**src/rtl/seg7_scan_driver.sv**
```systemverilog
// Four-digit seven-segment driver: latches a 16-bit value, optionally converts it
// to BCD by sequential double-dabble, and scans it onto active-low SEG/AN/DP pins.
module seg7_scan_driver #(
  parameter int CLK_FREQ_HZ = 100_000_000,
  parameter int REFRESH_HZ  = 1000
) (
  input  logic        clk,
  input  logic        rst,
  input  logic [15:0] data_in,
  input  logic        data_valid,
  input  logic        dec_mode,
  input  logic        blank_lz,
  input  logic [3:0]  dp_in,
  output logic        busy,
  output logic [6:0]  SEG,
  output logic [3:0]  AN,
  output logic        DP
);

  localparam int TICKS_RAW   = CLK_FREQ_HZ / REFRESH_HZ;
  localparam int DIGIT_TICKS = (TICKS_RAW < 2) ? 2 : TICKS_RAW;
  localparam int TW          = $clog2(DIGIT_TICKS);
  localparam logic [TW-1:0] TICK_LAST = TW'(DIGIT_TICKS - 1);

  localparam logic [6:0] SEG_OFF  = 7'b1111111;
  localparam logic [6:0] SEG_DASH = 7'b0111111;

  // state  | meaning
  // IDLE   | waiting for data_valid
  // CONV   | 16 double-dabble iterations
  // COMMIT | one cycle: write display registers
  typedef enum logic [1:0] {IDLE, CONV, COMMIT} state_t;

  state_t        state_q, state_d;
  logic          busy_q, busy_d;
  logic [15:0]   val_q, val_d;
  logic          dec_q, dec_d;
  logic          blz_q, blz_d;
  logic [19:0]   bcd_q, bcd_d;
  logic [3:0]    cnt_q, cnt_d;
  logic [15:0]   digit_q, digit_d;
  logic          ovf_q, ovf_d;
  logic [3:0]    mask_q, mask_d;
  logic [TW-1:0] tick_q, tick_d;
  logic [1:0]    idx_q, idx_d;
  logic [6:0]    seg_q, seg_d;
  logic [3:0]    an_q, an_d;
  logic          dp_q, dp_d;

  logic [19:0]   bcd_adj;
  logic [15:0]   commit_digits;
  logic          commit_ovf;
  logic [3:0]    commit_mask;
  logic [3:0]    cur_digit;

  function automatic logic [6:0] glyph(input logic [3:0] d);
    case (d)
      4'h0: glyph = 7'b1000000;
      4'h1: glyph = 7'b1111001;
      4'h2: glyph = 7'b0100100;
      4'h3: glyph = 7'b0110000;
      4'h4: glyph = 7'b0011001;
      4'h5: glyph = 7'b0010010;
      4'h6: glyph = 7'b0000010;
      4'h7: glyph = 7'b1111000;
      4'h8: glyph = 7'b0000000;
      4'h9: glyph = 7'b0010000;
      4'hA: glyph = 7'b0001000;
      4'hB: glyph = 7'b0000011;
      4'hC: glyph = 7'b1000110;
      4'hD: glyph = 7'b0100001;
      4'hE: glyph = 7'b0000110;
      default: glyph = 7'b0001110;
    endcase
  endfunction

  always_comb begin
    bcd_adj = bcd_q;
    for (int n = 0; n < 5; n++) begin
      if (bcd_q[4*n +: 4] >= 4'd5) bcd_adj[4*n +: 4] = bcd_q[4*n +: 4] + 4'd3;
    end
  end

  // Leading-zero mask is suppressed on overflow so the dashes stay visible.
  always_comb begin
    commit_digits  = dec_q ? bcd_q[15:0] : val_q;
    commit_ovf     = dec_q & (bcd_q[19:16] != 4'd0);
    commit_mask    = 4'b0000;
    if (blz_q && !commit_ovf) begin
      commit_mask[3] = (commit_digits[15:12] == 4'd0);
      commit_mask[2] = commit_mask[3] && (commit_digits[11:8] == 4'd0);
      commit_mask[1] = commit_mask[2] && (commit_digits[7:4] == 4'd0);
    end
  end

  always_comb begin
    state_d = state_q;
    val_d   = val_q;
    dec_d   = dec_q;
    blz_d   = blz_q;
    bcd_d   = bcd_q;
    cnt_d   = cnt_q;
    digit_d = digit_q;
    ovf_d   = ovf_q;
    mask_d  = mask_q;
    case (state_q)
      IDLE: begin
        if (data_valid) begin
          val_d   = data_in;
          dec_d   = dec_mode;
          blz_d   = blank_lz;
          bcd_d   = 20'd0;
          cnt_d   = 4'd0;
          state_d = dec_mode ? CONV : COMMIT;
        end
      end
      CONV: begin
        // val_q doubles as the shift source; hex mode never reaches this state.
        bcd_d = {bcd_adj[18:0], val_q[15]};
        val_d = {val_q[14:0], 1'b0};
        cnt_d = cnt_q + 4'd1;
        if (cnt_q == 4'd15) state_d = COMMIT;
      end
      COMMIT: begin
        digit_d = commit_digits;
        ovf_d   = commit_ovf;
        mask_d  = commit_mask;
        state_d = IDLE;
      end
      default: state_d = IDLE;
    endcase
    busy_d = (state_d != IDLE);
  end

  always_comb begin
    tick_d    = (tick_q == TICK_LAST) ? '0 : tick_q + TW'(1);
    idx_d     = (tick_q == TICK_LAST) ? idx_q + 2'd1 : idx_q;
    cur_digit = digit_q[{idx_q, 2'b00} +: 4];
    seg_d     = SEG_OFF;
    an_d      = 4'b1111;
    dp_d      = 1'b1;
    if (!mask_q[idx_q]) begin
      an_d  = ~(4'b0001 << idx_q);
      dp_d  = ~dp_in[idx_q];
      seg_d = ovf_q ? SEG_DASH : glyph(cur_digit);
    end
  end

  always_ff @(posedge clk) begin
    if (rst) begin
      state_q <= IDLE;
      busy_q  <= 1'b0;
      val_q   <= '0;
      dec_q   <= 1'b0;
      blz_q   <= 1'b0;
      bcd_q   <= '0;
      cnt_q   <= '0;
      digit_q <= '0;
      ovf_q   <= 1'b0;
      mask_q  <= '0;
      tick_q  <= '0;
      idx_q   <= '0;
      seg_q   <= SEG_OFF;
      an_q    <= 4'b1111;
      dp_q    <= 1'b1;
    end else begin
      state_q <= state_d;
      busy_q  <= busy_d;
      val_q   <= val_d;
      dec_q   <= dec_d;
      blz_q   <= blz_d;
      bcd_q   <= bcd_d;
      cnt_q   <= cnt_d;
      digit_q <= digit_d;
      ovf_q   <= ovf_d;
      mask_q  <= mask_d;
      tick_q  <= tick_d;
      idx_q   <= idx_d;
      seg_q   <= seg_d;
      an_q    <= an_d;
      dp_q    <= dp_d;
    end
  end

  assign busy = busy_q;
  assign SEG  = seg_q;
  assign AN   = an_q;
  assign DP   = dp_q;

endmodule

```
**config.mk**
```make
export PLATFORM = sky130hd
export DESIGN_NAME = seg7_scan_driver
export DESIGN_NICKNAME = d
export VERILOG_FILES = /design/src/rtl/seg7_scan_driver.sv
export SDC_FILE = /design/constraint.sdc
export NUM_CORES = 1
export LEC_CHECK = 0
export ABC_AREA = 1
export BUFFER_PORTS_ARGS = -buffer_cell sky130_fd_sc_hd__buf_2
export CAP_MARGIN = 20
export CELL_PAD_IN_SITES_DETAIL_PLACEMENT = 1
export CELL_PAD_IN_SITES_GLOBAL_PLACEMENT = 1
export CORE_AREA = 2 2 108 110
export CTS_CLUSTER_SIZE = 30
export DETAILED_ROUTE_END_ITERATION = 16
export DIE_AREA = 0 0 110 112
export PLACE_DENSITY_LB_ADDON = 0.1
export SETUP_SLACK_MARGIN = 0.02
export SLEW_MARGIN = 20
export SYNTH_ARGS = -nofsm -noshare
export SYNTH_HDL_FRONTEND = slang
export SYNTH_SLANG_ARGS = --single-unit
```
**constraint.sdc**
```tcl
create_clock -name clk -period 1.7 [get_ports clk]
set_input_delay 0.34 -clock clk [delete_from_list [all_inputs] [get_ports clk]]
set_output_delay 0.34 -clock clk [all_outputs]
set_load 0.01 [all_outputs]
```
After elaboration in Yosys (flattened, before gate mapping). Memory sizes are Yosys's and may differ from the RTL's. Index checks and enable logic that the tools add are counted.

Memories: 1. Word-level logic and storage cells: 79. ROM bits: 112. Flip-flop bits (word level): 96.

Multiplexer cells: 22. Bitwise gates (word level): 3. Add/sub/neg operators: 8. Equality and inequality tests: 5. Shifts and indexed selects: 2. $lt $le $gt $ge: 6. Reduce and logical (&&, ||, !) cells: 16.

Memories: (no name shown) (words 16, width 7, read ports 1, clocked after Yosys merged registers in 0, wr ports 0, RTL line 57) `case (d)`.

Operators by type and width (count): $pmux 20 s2 (1); $mux 16 (2); $pmux 16 s2 (1); $ge 4x3->1 const B (5); $mux 20 (1); $mux 4 (5); $add 17x1->17 const B (1); $eq 17x17->1 const B (1); $add 4x2->4 const B (4); $shiftx 16x5->4 (1); $logic_not 4->1 (3); $pmux 4 s2 (1); $mux 7 (1); $mux 2 (3); $mux 3 (2); $add 4x1->4 const B (1); $bmux 1 s2 (2); $eq 4x4->1 const B (1); $not 4->4 (1); $pmux 2 s2 (1); $reduce_and 2->1 (2); $reduce_bool 2->1 (2); $reduce_bool 4->1 (1); $reduce_or 2->1 (2); other kinds (14) (17).

Depth between registers and ports, before layout.
Depth after elaboration: 5. Gate-level depth with buffers: 11. Gate-level depth less buffers: 10.

Least setup slack after synthesis. Ideal clock, no wire load.

Path kind: register to register. From: register idx_q[0]. To: register seg_q[3], in the netlist SEG[3]. Arrival time: 1.432 ns. Stages on the path, launching flop included: 12. Period minus slack after synthesis: 1.551 ns. Path slack: 0.149 ns. Setup time: 0.120 ns. Cells stage by stage: dfxtp_1 > inv_2 > buf_6 > nand2_1 > nand3_1 > nand2_1 > inv_1 > ha_1 > nand2_1 > o211ai_1 > nand2_1 > nand2_1.

Word-level cells in the longest chain between the ends: 3. Elaborated cells on any way between the ends: 5. Those cells by class: shift (1); mux (2); reduce/logical (1); memory (1).

RTL lines: start: declaration (RTL line 45) `logic [1:0] idx_q, idx_d;`; start signal: assignment (RTL line 178) `idx_q <= idx_d;`; parallel branches: the longest is 3 deep, another holds $mem_v2 16x7; end signal: assignment (RTL line 179) `seg_q <= seg_d;`; end: declaration (RTL line 46) `logic [6:0] seg_q, seg_d;`.

Parallel ways; which one is timed is not known. The select of a mux whose other input is x is not followed. A chain may end at the register's enable or synchronous reset.

Worst setup path after layout.
From: register bcd_q[4]. To: register bcd_q[8].

Word-level cells in the longest chain between the ends: 3. Elaborated cells on any way between the ends: 4. Those cells by class: add/sub (1); order compare (1); mux (2).

RTL lines: start: declaration (RTL line 39) `logic [19:0] bcd_q, bcd_d;`; start signal: assignment (RTL line 156) `bcd_q <= '0;`; start signal: assignment (RTL line 172) `bcd_q <= bcd_d;`; $add 4x2->4 or $ge 4x3->1 (tied branches) (RTL line 80) `if (bcd_q[4*n +: 4] >= 4'd5) bcd_adj[4*n +: 4] = bcd_q[4*n +: 4] + 4'd3;`; $mux 4 * (RTL line 80); $pmux 20 s2 * (RTL line 106) `case (state_q)`.

Mark *: on every way between the ends. The rest lies on a longest branch, timed or not.

==> reports/summary.md <==
The tools report the highest achievable clock rate as 646 MHz. Ranked by total cell area, the synthesized netlist is headed by dfxtp_1, nand2_1, a21oi_1, ha_1, nor2_1. The total overflow left after global routing is 0. For this design, the sink count on the clock tree is 96. The logs give 62.2 ps for the worst slack at placement and 193 for the starting DRC count in detailed routing. For the number of hold buffers added after CTS, the log shows 0.

The clock reaches the later pin of the worst-skew pair after 350 ps. The count of flip-flops with a built-in enable after synthesis is 0, and the total clock buffers created by CTS is 9. Headroom to the max-slew limit came out at 69.2%.

The first-pass GRT wire length came out at 21600 um. The cell at the root of the clock tree is clkbuf_16. dfxtp_1 takes more of the synthesized area than any other cell.

Peak supply drop: 0.000418 V. The number of global-route vias before repair is 4637, and the clock edge transition at the registers on the reported setup and hold paths is 60 ps. For this run, asynchronously set or reset flops after synthesis account for 0%. The footprint of the multi-input gates was 2480 um^2; the final critical path time including I/O delays and setup was 1550 ps. The worst hold path belongs to the class in -> reg. Critical path capture point type: a flop. The tools report the hold violation count in the final report as 0.

The net total in the final layout is 764, and the count of cells along the worst hold path is 3. TritonCTS built the clock tree. Across all setup checks in the final design, the least slack found is 151 ps. The library cell used most frequently in the layout, excluding fill and tap cells, is nand2_1.

For the sequential share of power, the log shows 48.0%. The post-synthesis instance area is 4800 um^2, and the worst endpoint required time is 1980 ps. After detailed placement, the total cell area comes to 5140 um^2.

The gate count after technology mapping was 674. Launch instance of the worst register-to-register path: bcd_q[4]$_SDFFE_PP0P_. The family of cells with the greatest summed delay on the critical path was simple AND/OR/NAND/NOR gates.

In the routed design, unresolved DRC markers number 0. For the logic gate share of total power, the log shows 9.9%. For this configuration, the core starts out at a cell density of 42.9%.

Measured in cells, the most critical reg-to-reg path has a length of 9. The filler cell count was 1469. Once detail routing completed, the nets flagged for antenna violations numbered 0.

For the net switching power of the design, the log shows 1230 uW. The path with the worst hold slack has its endpoint at val_q[8]$_SDFFE_PP0P_. The netlist uses 31 different library cells. Walking the worst path, the cells encountered are inv_1, ha_1, nor2_1, nor2_1, inv_1, nand2_1, nor2_1, a21oi_1, nor2_1. At the pin with the least slew margin, the transition time is 463 ps.

The mean post-synth cell area was 7.12 um^2. The tools report the top-level I/O count as 38. During synthesis, Yosys emitted a total of 0 warnings. The post-route clock period utilization was 91.1%; the global-route usage over all layers was 22.1%. Once layout is complete, the utilization of the core stands at 48.8%.

The first detailed-routing pass ran for 4 iterations. For the die outline area, the log shows 12300 um^2. Via total after detailed routing: 4447.

The area of the core region was 11200 um^2. The number of synthesized register bits was 96. The tools report the final wirelength as 12700 um.

In the final layout, the share of cells above drive strength 1 is 13.9%. The logs give 264 ps for the post-route worst hold slack and 39 for the floorplan row count. Among all flip-flop cells after synthesis, the most frequent one is dfxtp_1. The fraction of power spent switching nets was 24.7%; the power density normalized to cell area was 915 nW/um^2. The number of antenna violations at the first check in global routing was 0; the final setup skew was 11.6 ps. Across the run, the number of max-cap violations was 0. Along the worst path, the maximum fanout reaches 5. Across the whole layout, storage elements account for 1920 um^2.

Counting stages on the worst path, the most repeated cell is nor2_1. The critical path contains buffers and inverters numbering 2 combined. The average wire per standard cell came out at 14.7 um. In this run the most critical hold path is launched from data_in[8].

In this design, the stage delay of the slowest critical-path cell is 420 ps. The critical path start-end classification was reg -> reg. The logs give 0.844 for the placer congestion estimate and 0.00225 uW for the leakage power total. The run finished with clean final reports.

After clock tree synthesis, the setup repair step added 0 buffers. The synthesized design devotes to its leading area cell type 40.1% of total area. The detail-routed via count per cell was 5.15; the clock share of power was 42.1%. The sum of negative setup slack is 0 ps, and the setup slack of the worst register-to-register path is 150 ps. The master of the slowest instance on the critical path is dfxtp_1. The run gives 3760 uW as the total internal power. The number of slew-limit violations in the final report was 0. Deepest level of the CTS H-tree: 3. The antenna diode count is 0, and the number of setup violations in the final report is 0. The run gives 39 as the maximum number of pins on one net before global-route repair. After legalization and detailed placement, the total HPWL measured 9250 um. From synthesis to final layout, the design area changed by 13.7%.

Measured along the y axis, the die boundary spans 112 um. STA classifies the critical path startpoint as a flop. Counting along the longest clock path gives a buffer depth of 2. The final instance area is 5460 um^2. The top cell types in the final layout, fill and taps aside, are nand2_1, dfxtp_1, a21oi_1. The tools report the sequential-to-total area share from yosys stat as 40.1%. The count of buffers added on input and output ports is 37. The data arrival time of the critical path is 1830 ps, and the die span in x is 110 um. Capture point of the worst reg-to-reg path: bcd_q[8]$_SDFFE_PP0P_. Setup repair after global routing could not meet its margin everywhere. The net count of the mapped netlist is 722.
-- what timing repair did --
item,4_1_cts,5_1_grt
setup endpoints to repair,0,17
resized for setup,0,4
hold endpoints to repair,0,0
-- registers in the layout, summed over array words and instances, names as in the netlist, 2 cells and up --
register,cells
AN,4
digit_q,16
SEG,7
val_q,16
state_q,2
tick_q,17
mask_q,3
cnt_q,4
idx_q,2
bcd_q,20
-- per-stage QoR --
| step | power, uW | instances |
|---|---|---|
| 2_1_floorplan | 2770 | 674 |
| 3_3_place_gp | 2930 | 848 |
| 3_5_place_dp | 2940 | 848 |
| 4_1_cts | 5050 | 863 |
| 5_1_grt | 5210 | 863 |
| 6_report | 4990 | 863 |
-- worst reg2reg max path: stages (launching register included) --
cell and delay [ps]:
dfxtp_1 420, inv_1 110, ha_1 230, nor2_1 150, nor2_1 80, inv_1 120
nand2_1 70, nor2_1 170, a21oi_1 60, nor2_1 90
-- metal layers --
metal  global-route usage (%)  routed length, um  up-vias
met5                        0                  0        -
met4                     7.93                211        0
met3                     3.51                392       14
met2                     38.2               6200       56
met1                     27.4               5850     2107
li1                         -                  -     2270
-- layout make-up --
type | count | area share, %
Clock inverter | 3 | 0.734
Inverter | 62 | 4.33
Tap cell | 143 | 3.28
Clock buffer | 12 | 4.88
Multi-Input combinational cell | 492 | 45.4
Timing Repair Buffer | 55 | 6.10
Sequential cell | 96 | 35.2
-- kinds of logic after synthesis --
logic type	after synthesis	share of synthesized area, %
buffers and inverters	86	8.47
DFF	96	40.1
and+or+nand+nor	326	28.7
adders and majority gates	23	6.00
xor gates and xnor gates	9	1.64
AOI/OAI and AO/OA	134	15.2
-- synthesized netlist by cell type (2+ instances only) --
cell      instances
o21ai_0          35
dfxtp_1          96
buf_4             3
clkbuf_1          6
buf_6             8
ha_1             23
nand2_4           3
nand2_2           5
nor2_4            2
inv_1            51
inv_2             9
nand2_1         203
a22oi_1           8
xor2_1            9
nand3_1          36
nor2_2            2
o211ai_1          8
buf_2             7
a21oi_1          62
nor2_1           57
nor3_1            4
nand4_1           8
nand3_2           3
or2_0             2
o21ai_1           9
a31oi_1          10
-- how the worst max path moves through the flow --
stage | startpoint | to | slack, ps | cells past startpoint
global route | tick_q[0]$_SDFF_PP0_ | tick_q[9]$_SDFF_PP0_ | 6 | 8
finish | bcd_q[4]$_SDFFE_PP0P_ | bcd_q[8]$_SDFFE_PP0P_ | 150 | 9
detailed placement | idx_q[0]$_SDFFE_PP0N_ | SEG[5]$_SDFF_PP1_ | 60 | 10
floorplan | idx_q[0]$_SDFFE_PP0N_ | SEG[3]$_SDFF_PP1_ | 150 | 11
global placement | idx_q[0]$_SDFFE_PP0N_ | SEG[5]$_SDFF_PP1_ | 150 | 10
CTS | idx_q[0]$_SDFFE_PP0N_ | SEG[5]$_SDFF_PP1_ | 50 | 10
-- power by group through the flow --
stage	clock network, uW	logic [uW]	registers [uW]
floorplan	0	334	2440
global placement	0	482	2440
detailed placement	0	495	2450
CTS	2160	500	2400
global route	2240	565	2410
finish	2100	495	2390
Note: power is estimated with default switching activity, not from simulation.
